## src/rtl/txll_fis_wr_if.sv

```systemverilog
// txll_fis_wr_if: request, payload, FIFO-write and frame-ready signals of the
// SATA TX frame writer. The slave modport is the frame writer itself; the
// master modport is the surrounding transport layer / FIFO side.
// Optional feature macro: TXLL_ABORT_EN (adds fis_abort).
interface txll_fis_wr_if #(
  parameter int C_LEN_W = 12
);
  logic               fis_req;
  logic [C_LEN_W-1:0] fis_len;
  logic               fis_ack;
  logic               fis_err;
  logic               fis_done;
  logic [31:0]        dat_di;
  logic               dat_valid;
  logic               dat_ready;
  logic               wr_en;
  logic [35:0]        wr_di;
  logic               wr_full;
  logic               rd_eof;
  logic               eof_rdy;
`ifdef TXLL_ABORT_EN
  logic               fis_abort;
`endif

  modport slave (
    input  fis_req, fis_len, dat_di, dat_valid, wr_full, rd_eof,
`ifdef TXLL_ABORT_EN
    input  fis_abort,
`endif
    output fis_ack, fis_err, fis_done, dat_ready, wr_en, wr_di, eof_rdy
  );

  modport master (
    output fis_req, fis_len, dat_di, dat_valid, wr_full, rd_eof,
`ifdef TXLL_ABORT_EN
    output fis_abort,
`endif
    input  fis_ack, fis_err, fis_done, dat_ready, wr_en, wr_di, eof_rdy
  );
endinterface

```

## src/rtl/txll_fis_wr.sv

```systemverilog
// txll_fis_wr: SATA link-layer TX frame writer. Accepts a FIS request, tags
// the first/last payload dwords with sof/eof, writes 36-bit words into the TX
// FIFO and keeps a count of complete frames resident in that FIFO.
// Optional feature macro: TXLL_ABORT_EN (fis_abort input + ABORT state that
// closes a frame early with an eof+dsc word).
module txll_fis_wr #(
  parameter int C_LEN_W  = 12,
  parameter int C_FCNT_W = 4
) (
  input  logic         phyclk,
  input  logic         phyreset,
  output logic         wr_clk,
  txll_fis_wr_if.slave bus
);

  typedef enum logic [1:0] {
    S_IDLE = 2'd0,
    S_DATA = 2'd1
`ifdef TXLL_ABORT_EN
    ,
    S_ABORT = 2'd2
`endif
  } state_t;

  localparam logic [C_FCNT_W-1:0] FCNT_MAX = '1;

  state_t              state;
  logic [C_LEN_W-1:0]  rem;
  logic                first;
  logic [C_FCNT_W-1:0] fcnt;
  logic                fis_ack_r;
  logic                fis_err_r;
  logic                eof_rdy_r;

  logic                len_ok;
  logic                last;
  logic                beat;
  logic                eof_wr;
  logic                dec;
  logic                dat_ready_c;
  logic                wr_en_c;
  logic [35:0]         wr_di_c;
  logic [C_FCNT_W-1:0] fcnt_nxt;

  assign wr_clk = phyclk;
  assign len_ok = (bus.fis_len != '0) && (32'(bus.fis_len) <= 32'd2048);
  assign last   = (rem == C_LEN_W'(1));
  assign beat   = (state == S_DATA) && bus.dat_valid && !bus.wr_full;
  assign dec    = bus.rd_eof && (fcnt != '0);

  // Zero-latency write path: payload passes straight to the FIFO on a beat;
  // the FIFO word is forced to zero whenever no write takes place.
  always_comb begin
    dat_ready_c = 1'b0;
    wr_en_c     = 1'b0;
    wr_di_c     = '0;
    eof_wr      = 1'b0;
    case (state)
      S_DATA: begin
        dat_ready_c = !bus.wr_full;
        if (beat) begin
          wr_en_c = 1'b1;
          wr_di_c = {first, last, 2'b00, bus.dat_di};
          eof_wr  = last;
        end
      end
`ifdef TXLL_ABORT_EN
      S_ABORT: begin
        if (!bus.wr_full) begin
          wr_en_c = 1'b1;
          wr_di_c = {first, 1'b1, 1'b1, 1'b0, 32'h0};
          eof_wr  = 1'b1;
        end
      end
`endif
      default: ;
    endcase
  end

  // Frame count: eof writes add a frame, rd_eof pops one; rd_eof at zero is ignored.
  always_comb begin
    fcnt_nxt = fcnt;
    if (eof_wr && !dec)
      fcnt_nxt = fcnt + C_FCNT_W'(1);
    else if (!eof_wr && dec)
      fcnt_nxt = fcnt - C_FCNT_W'(1);
  end

  // Request/frame FSM with registered ack/err and frame-ready flag. The ack
  // cycle is spent in IDLE so that dat_ready first rises the cycle after ack.
  always_ff @(posedge phyclk) begin
    if (phyreset) begin
      state     <= S_IDLE;
      rem       <= '0;
      first     <= 1'b0;
      fcnt      <= '0;
      fis_ack_r <= 1'b0;
      fis_err_r <= 1'b0;
      eof_rdy_r <= 1'b0;
    end else begin
      fis_ack_r <= 1'b0;
      fis_err_r <= 1'b0;
      fcnt      <= fcnt_nxt;
      eof_rdy_r <= (fcnt_nxt != '0);
      case (state)
        S_IDLE: begin
          if (fis_ack_r) begin
            state <= S_DATA;
          end else if (bus.fis_req) begin
            if (!len_ok) begin
              fis_err_r <= 1'b1;
            end else if (fcnt != FCNT_MAX) begin
              rem       <= bus.fis_len;
              first     <= 1'b1;
              fis_ack_r <= 1'b1;
            end
          end
        end
        S_DATA: begin
          if (beat) begin
            first <= 1'b0;
            rem   <= rem - C_LEN_W'(1);
          end
          if (beat && last)
            state <= S_IDLE;
`ifdef TXLL_ABORT_EN
          else if (bus.fis_abort)
            state <= S_ABORT;
`endif
        end
`ifdef TXLL_ABORT_EN
        S_ABORT: begin
          if (!bus.wr_full) begin
            state <= S_IDLE;
            first <= 1'b0;
            rem   <= '0;
          end
        end
`endif
        default: state <= S_IDLE;
      endcase
    end
  end

  assign bus.fis_ack   = fis_ack_r;
  assign bus.fis_err   = fis_err_r;
  assign bus.fis_done  = eof_wr;
  assign bus.dat_ready = dat_ready_c;
  assign bus.wr_en     = wr_en_c;
  assign bus.wr_di     = wr_di_c;
  assign bus.eof_rdy   = eof_rdy_r;

endmodule

```

## src/flat_wrapper.sv

```systemverilog
// flat-port wrapper written by rule: the top's interface ports become plain ports
module txll_fis_wr_flat 
#(
  parameter int C_LEN_W  = 12,
  parameter int C_FCNT_W = 4
)
  (phyclk, phyreset, wr_clk, bus_fis_req, bus_fis_len, bus_dat_di, bus_dat_valid, bus_wr_full, bus_rd_eof, bus_fis_ack, bus_fis_err, bus_fis_done, bus_dat_ready, bus_wr_en, bus_wr_di, bus_eof_rdy);
  txll_fis_wr_if #(.C_LEN_W(C_LEN_W)) bus_i ();
  input  logic phyclk;
  input  logic phyreset;
  output logic wr_clk;
  input wire logic [$bits(bus_i.fis_req)-1:0] bus_fis_req;
  input wire logic [$bits(bus_i.fis_len)-1:0] bus_fis_len;
  input wire logic [$bits(bus_i.dat_di)-1:0] bus_dat_di;
  input wire logic [$bits(bus_i.dat_valid)-1:0] bus_dat_valid;
  input wire logic [$bits(bus_i.wr_full)-1:0] bus_wr_full;
  input wire logic [$bits(bus_i.rd_eof)-1:0] bus_rd_eof;
  output wire logic [$bits(bus_i.fis_ack)-1:0] bus_fis_ack;
  output wire logic [$bits(bus_i.fis_err)-1:0] bus_fis_err;
  output wire logic [$bits(bus_i.fis_done)-1:0] bus_fis_done;
  output wire logic [$bits(bus_i.dat_ready)-1:0] bus_dat_ready;
  output wire logic [$bits(bus_i.wr_en)-1:0] bus_wr_en;
  output wire logic [$bits(bus_i.wr_di)-1:0] bus_wr_di;
  output wire logic [$bits(bus_i.eof_rdy)-1:0] bus_eof_rdy;
  assign bus_i.fis_req = bus_fis_req;
  assign bus_i.fis_len = bus_fis_len;
  assign bus_i.dat_di = bus_dat_di;
  assign bus_i.dat_valid = bus_dat_valid;
  assign bus_i.wr_full = bus_wr_full;
  assign bus_i.rd_eof = bus_rd_eof;
  assign bus_fis_ack = bus_i.fis_ack;
  assign bus_fis_err = bus_i.fis_err;
  assign bus_fis_done = bus_i.fis_done;
  assign bus_dat_ready = bus_i.dat_ready;
  assign bus_wr_en = bus_i.wr_en;
  assign bus_wr_di = bus_i.wr_di;
  assign bus_eof_rdy = bus_i.eof_rdy;
  txll_fis_wr #(.C_LEN_W(C_LEN_W), .C_FCNT_W(C_FCNT_W)) u_core (.phyclk(phyclk), .phyreset(phyreset), .wr_clk(wr_clk), .bus(bus_i));
endmodule
```

## config.mk

```make
export PLATFORM = sky130hd
export DESIGN_NAME = txll_fis_wr_flat
export DESIGN_NICKNAME = d
export VERILOG_FILES = /design/src/rtl/txll_fis_wr_if.sv /design/src/rtl/txll_fis_wr.sv /design/src/flat_wrapper.sv
export SDC_FILE = /design/constraint.sdc
export NUM_CORES = 1
export LEC_CHECK = 0
export CAP_MARGIN = 20
export CORE_MARGIN = 4
export CORE_UTILIZATION = 30
export DETAILED_ROUTE_END_ITERATION = 6
export PLACE_DENSITY_LB_ADDON = 0.12
export SLEW_MARGIN = 20
export SYNTH_ARGS = -nofsm -noshare
export SYNTH_HDL_FRONTEND = slang
export SYNTH_SLANG_ARGS = --single-unit
```

## constraint.sdc

```tcl
create_clock -name phyclk -period 2.5 [get_ports phyclk]
set_input_delay 0.5 -clock phyclk [delete_from_list [all_inputs] [get_ports phyclk]]
set_output_delay 0.5 -clock phyclk [all_outputs]
set_load 0.02 [all_outputs]
```

* After elaboration in Yosys (flattened, before gate mapping) *
Cells that the tools add are included.
Widths: inputs -> output; s select.

word-level totals
  register bits = 22
  input port bits = 50
  output and inout port bits = 43

cells by class
  add/subtract/negate cells = 3
  magnitude comparators = 1
  equality and inequality tests = 10
  muxes and demuxes = 26
  bitwise operators = 3
  reductions and logical operators = 19

operators with widths
  operator               count
  $mux 36                2
  $mux 12                5
  $pmux 12 s2            1
  $eq 12x1->1 const B    1
  $le 12x12->1 const B   1
  $mux 1                 12
  $reduce_bool 12->1     1
  $sub 12x1->12 const B  1
  $mux 4                 2
  $ne 2x1->1 const B     4
  $reduce_bool 4->1      2
  $logic_and 1x1->1      7
  $ne 2x2->1 const B     3
  $reduce_and 6->1       1
  $reduce_or 5->1        1
  $add 4x1->4 const B    1
  $mux 2                 2
  $ne 4x4->1 const B     1
  $pmux 2 s2             1
  $reduce_or 4->1        1
  $sub 4x1->4 const B    1
  $logic_not 1->1        3
  $not 1->1              3
  $eq 2x1->1 const B     1
  other kinds (4)        4

* Logic depth before layout (Yosys ltp) *
Gate-level depths: netlist of run 1.

  word-level depth = 10
  gate-level depth with buffers = 8
  gate-level depth less buffers = 7

==> flow_summary.yaml, run 1 <==
pwr:
  power_density_nw_per_um2: 521
  p_leak_uw: 0.00125
  p_int_uw: 931
  irDropWorstVdd_mv: 0.394
  power_switching_uw: 510
  swShare: 0.354
  power_frac_comb: 0.411
  clockPowerShare: 0.270
  seqPwrFrac: 0.319
sta:
  finClkSkew_ns: 0.00130
  fin_crit_sh: 0.974
  fmax_ghz: 0.411
  period_minus_slack_ns: 2.44
  slew_violations: 0
  hold_violations: 0
  rsz0062_at_grt: "yes"
  hold_ws_ns: 0.464
  final-setup-viol-count: 0
finish:
  layout-drive-gt1-share: 0.123
  layout_commonest_cell: "clkdlybuf4s50_1"
  final_net_count: 373
  finalNonFillerCells: 388
  layout_common_cells: "clkdlybuf4s50_1 (53), and2_1 (33), dlygate4sd2_1 (30), dfxtp_1 (21), buf_4 (17)"
  final_core_util: 0.532
  num-fill-cells: 535
  area_growth_pct: 68.3
  antennaDiodeCount: 0
floorplanning:
  num_rows: 26
  die_h_um: 82.0
  ioPinCount: 93
  die_area_um2: 6730
  die_w_um: 82.0
  start_util: 0.316
  coreArea_um2: 5200
place:
  port_buffers: 90
  place_hpwl_um: 4480
  dp.cells: 380
  gp_congestion: 0.790
setup_path:
  critPathLaunchType: "primary input"
  cp.required_ns: 2.00
  critPathArrivalTime_ns: 1.94
  crit_path_top_delay_cell: "clkdlybuf4s50_1"
  worstSetupPathType: "in2out"
  end_kind: "primary output"
  path_cells: "clkdlybuf4s50_1, nand3b_2, inv_2, buf_12, and2_1, dlygate4sd2_1"
  path_max_fanout: 34
  max_stage_delay_ns: 0.45
clock_tree:
  clk_latency_ns: 0.36
  postCtsHoldBufs: 0
  clkTransAtPathRegs_ns: 0.08
  cts_tree: "built"
grt:
  grt_pass1_vias: 1700
  grt_overflow: 0
  grt_first_pass_wirelength_um: 8180
  grt_max_degree: 35
  grt_use_total: 0.158
  grt_antenna_before_repair: 0
yosys:
  synth_seq_cells: 21
  synth_edf_count: 0
  ys_warn_count: 0
  synth_area_per_cell_um2: 7.54
  synth_area_um2: 1640
  ys_seq_area_frac: 0.256
  yosysUniqueCellTypes: 50
  synth-main-ff-cell: "dfxtp_1"
  netlist_instances: 218
  synthArstFlopShare: 0
drt:
  via_per_inst: 4.81
  drt_wl_total_um: 5480
  drc: 0
  drtIter0Drc: 51
  antenna_left: 0
  avgRoutedWirePerCell_um: 14.1
  vias: 1865
  drtPass1Iterations: 4
outcome:
  status: "finished, final reports clean"
flow_run:
  max-cap-violations: 0
min_path:
  hold_class: "reg2reg"
cell type report:
| cell class | instances | area, um^2 | share of cell area |
|---|---|---|---|
| multi-input cells | 169 | 1110 | 0.401 |
| inverters | 13 | 52.6 | 0.0190 |
| flip-flops and latches | 21 | 420 | 0.152 |
| clock buffers | 7 | 91.3 | 0.0330 |
| well taps | 70 | 87.6 | 0.0316 |
| clock inverters | 1 | 5.00 | 0.00181 |
| repair buffers | 107 | 1000 | 0.362 |
synth_stat cells (2+ instances only):
cell      count  area share
nand4_1       7       0.027
clkbuf_1     11       0.025
ha_1          4       0.030
mux2i_1       4       0.024
nor2_1       12       0.027
o32ai_1       3       0.016
dfxtp_1      21        0.26
nor3_1        9       0.027
a31oi_1       8       0.030
a211oi_1      3       0.014
nor3b_1       2      0.0091
and3_1        5       0.019
or3_1         3       0.011
nor2b_1       7       0.027
buf_4         4       0.018
nor4_1        4       0.015
mux2_2        3       0.021
inv_1        12       0.027
a21oi_1       8       0.024
nand3_1       5       0.015
nand2b_1      2      0.0076
o21ai_0       8       0.024
and2_1       33        0.13
nand2_1      14       0.032
worst max-delay path: cells and delay by family:
family / cells / cell delay (ns)
buffers and inverters: 4 / 1.06
and+or+nand+nor: 2 / 0.37
timing repair:
action                                  4_1_cts  5_1_grt
resized for setup                            38        8
endpoints found under the setup margin       37       10
gates cloned                                  0        0
setup buffers                                 0        1
through the flow:
| stage | area (um^2) | setup WS (ns) | total power [uW] | setup TNS [ns] |
|---|---|---|---|---|
| floorplan | 1650 | 0.241 | 881 | 0 |
| global route | 2770 | -0.00864 | 1550 | -0.0141 |
| global placement | 2700 | -0.210 | 1110 | -5.88 |
| CTS | 2750 | 0.0636 | 1450 | 0 |
| finish | 2770 | 0.0642 | 1440 | 0 |
| detailed placement | 2700 | -0.247 | 1110 | -6.47 |
worst paths after layout:
path | from | end | slack [ns] | cells past startpoint
worst max-delay path | bus_wr_full | bus_wr_di[24] | 0.06 | 6
worst min-delay path | u_core.first | u_core.first | 0.46 | 2
worst max register to register | u_core.rem[1] | u_core.bus.eof_rdy | 0.18 | 7
worst min register to register | u_core.first | u_core.first | 0.46 | 2
power by group through the flow:
stage	registers [uW]	logic, uW	clock network, uW
6_report	460	591	389
5_1_grt	472	657	422
4_1_cts	459	587	398
3_5_place_dp	468	588	53.7
3_3_place_gp	464	588	53.7
2_1_floorplan	459	375	46.7
registers in the layout (all words and copies together), names as in the netlist:
register	flops
u_core.bus.eof_rdy	1
u_core.bus.fis_ack	1
u_core.bus.fis_err	1
u_core.fcnt	4
u_core.first	1
u_core.rem	12
u_core.state	1
cells by family after synthesis:
family	synth area share
AOI/OAI and AO/OA	0.157
xor gates and xnor gates	0.00533
adders and majority gates	0.0304
buffers and inverters	0.0761
DFF	0.256
muxes	0.0540
other	0.00228
and+or+nand+nor	0.419
metal layers:
metal | part of all wire | global-route usage
met5 | 0 | 0
met2 | 0.53 | 0.256
met3 | 0.027 | 0.0340
met4 | 0.0093 | 0.0548
met1 | 0.44 | 0.206
No activity file was read; power rests on OpenSTA's default activity.
==> run 2: changes to the inputs <==
--- a/config.mk
+++ b/config.mk
@@ -9,6 +9,7 @@
 export CORE_MARGIN = 4
 export CORE_UTILIZATION = 30
 export DETAILED_ROUTE_END_ITERATION = 6
+export GPL_TIMING_DRIVEN = 0
 export PLACE_DENSITY_LB_ADDON = 0.12
 export SLEW_MARGIN = 20
 export SYNTH_ARGS = -nofsm -noshare
==> run 2 against run 1 <==
Compared with the run above: sequential cell count unchanged; clock skew increased by 0.0046 ns; combinational power fell by 2%; largest power group unchanged; final area rose by 1.9%; sequential share of layout area decreased by 0.25 points; fmax increased by 1.9%; total power up 1.3%; clock-buffer cell count is the same; first-iteration DRC count is 39% higher; core utilization rose by 1.0 points.
==> flow_summary.yaml, run 2 (synthesis results as in run 1) <==
setup_path:
  worstSetupPathType: "clk2out"
  critPathLaunchType: "clock port"
  end_kind: "primary output"
  max_stage_delay_ns: 0.31
  critPathArrivalTime_ns: 1.90
  cp_num_buf_inv: 4
  cp.required_ns: 2.00
  crit_top_cell: "clkbuf_8"
  path_max_fanout: 2
  crit_path_top_delay_cell: "dlygate4sd2_1"
  path_cells: "clkbuf_8, clkbuf_8, buf_4, dlygate4sd2_1"
  crit_family: "buffers and inverters"
drt:
  drtPass1Iterations: 4
  drc: 0
  vias: 1909
  drt_wl_total_um: 5720
  avgRoutedWirePerCell_um: 14.7
  antenna_left: 0
  drtIter0Drc: 71
  via_per_inst: 4.92
floorplanning:
  ioPinCount: 93
  die_h_um: 82.0
  coreArea_um2: 5200
  die_area_um2: 6730
  die_w_um: 82.0
  start_util: 0.316
  num_rows: 26
finish:
  regMostFlops: "u_core.rem"
  layout-drive-gt1-share: 0.208
  top_regs: "u_core.rem: 12 flops, u_core.fcnt: 4 flops"
  seqCellArea_um2: 422
  multi_input_area_um2: 1140
  largest_reg_flops: 12
  layout_commonest_cell: "clkdlybuf4s50_1"
  final_net_count: 373
  antennaDiodeCount: 0
  area_growth_pct: 71.6
  layout_common_cells: "clkdlybuf4s50_1 (50), and2_1 (33), clkdlybuf4s15_2 (28), dfxtp_1 (20), nand2_1 (14)"
  num-fill-cells: 525
sta:
  worst_pin_slew_ns: 0.533
  fin_crit_sh: 0.959
  slew_violations: 0
  final-setup-viol-count: 0
  setup_tns_ns: 0
  fmax_ghz: 0.418
  slew-limit-headroom: 0.645
  finClkSkew_ns: 0.00587
  rsz0062_at_grt: "no"
  hold_violations: 0
  period_minus_slack_ns: 2.40
grt:
  grt_first_pass_wirelength_um: 8560
  grt_use_total: 0.171
  grt_pass1_vias: 1764
  grt_antenna_before_repair: 0
  grt_overflow: 0
  grt_max_degree: 13
place:
  place_hpwl_um: 4520
  port_buffers: 89
  gp_congestion: 0.793
pwr:
  swShare: 0.356
  p_leak_uw: 0.00115
  clockPowerShare: 0.291
  p_int_uw: 940
  power_switching_uw: 520
  power_frac_comb: 0.398
  power_density_nw_per_um2: 517
  finalPower_uw: 1460
  seqPwrFrac: 0.312
  irDropWorstVdd_mv: 0.455
min_path:
  hold_class: "reg2reg"
flow_run:
  max-cap-violations: 0
clock_tree:
  postCtsHoldBufs: 0
  cts_tree: "built"
  clkTransAtPathRegs_ns: 0.08
  clk_latency_ns: 0.38
outcome:
  status: "finished, final reports clean"
## run 2: cell types whose count changed in the layout (fill, tap and decap cells not counted), moves of 6 or more
cell,previous run,this run
clkbuf_1,0,6
dlygate4sd2_1,30,8
clkdlybuf4s15_2,0,28
buf_4,17,8
clkdlybuf4s15_1,7,1
## run 2: per-stage QoR
| stage | util | cell area [um^2] | std cells | setup WS [ns] | hold WS [ns] |
|---|---|---|---|---|---|
| after CTS | 0.537 | 2790 | 386 | 0.00875 | 0.470 |
| after floorplan | - | 1650 | 219 | 0.241 | 0.441 |
| after detailed placement | 0.505 | 2630 | 378 | -0.596 | 0.460 |
| final | 0.542 | 2820 | 388 | 0.101 | 0.465 |
| after global routing | 0.542 | 2820 | 388 | 0.0249 | 0.516 |
| after global placement | 0.505 | 2630 | 378 | -0.598 | 0.453 |
## run 2: routing by layer
metal / GRT usage / vias to the layer above / routed length [um]
li1: - / 973 / -
met1: 0.210 / 870 / 2320
met2: 0.272 / 58 / 2980
met3: 0.0439 / 8 / 330
met4: 0.0930 / 0 / 90
met5: 0 / - / 0
## run 2: power groups by stage
stage | logic [uW] | registers (uW) | clock network, uW
2_1_floorplan | 375 | 459 | 46.7
3_3_place_gp | 566 | 461 | 75.9
3_5_place_dp | 575 | 461 | 75.9
4_1_cts | 580 | 455 | 437
5_1_grt | 650 | 468 | 463
6_report | 581 | 455 | 424
## run 2: final cells by class
cell class	instances	share of cell area
flip-flops and latches	21	0.149
repair buffers	91	0.329
clock buffers	7	0.0324
inverters	13	0.0182
multi-input cells	169	0.406
well taps	70	0.0310
plain buffers	16	0.0319
clock inverters	1	0.00177
## run 2: worst paths after layout
check	from	to	depth (start not counted)	slack [ns]
setup / recovery	phyclk	wr_clk	4	0.10
hold / removal	u_core.first	u_core.first	2	0.46
setup reg to reg	u_core.rem[1]	u_core.bus.eof_rdy	7	0.16
hold reg to reg	u_core.first	u_core.first	2	0.46
## run 2: repair_timing
item	4_1_cts	5_1_grt
pin swaps	1	1
endpoints found under the hold margin	0	0
endpoints found under the setup margin	48	39
resized for setup	109	6
setup buffers	1	2
## run 2: worst register-to-register path, stage by stage (launching register included)
cell     delay, ns
dfxtp_1       0.32
inv_1         0.09
ha_1          0.22
nor4b_2       0.21
and4_4        0.29
mux2i_1       0.24
mux2_4        0.32
or4_1         0.52
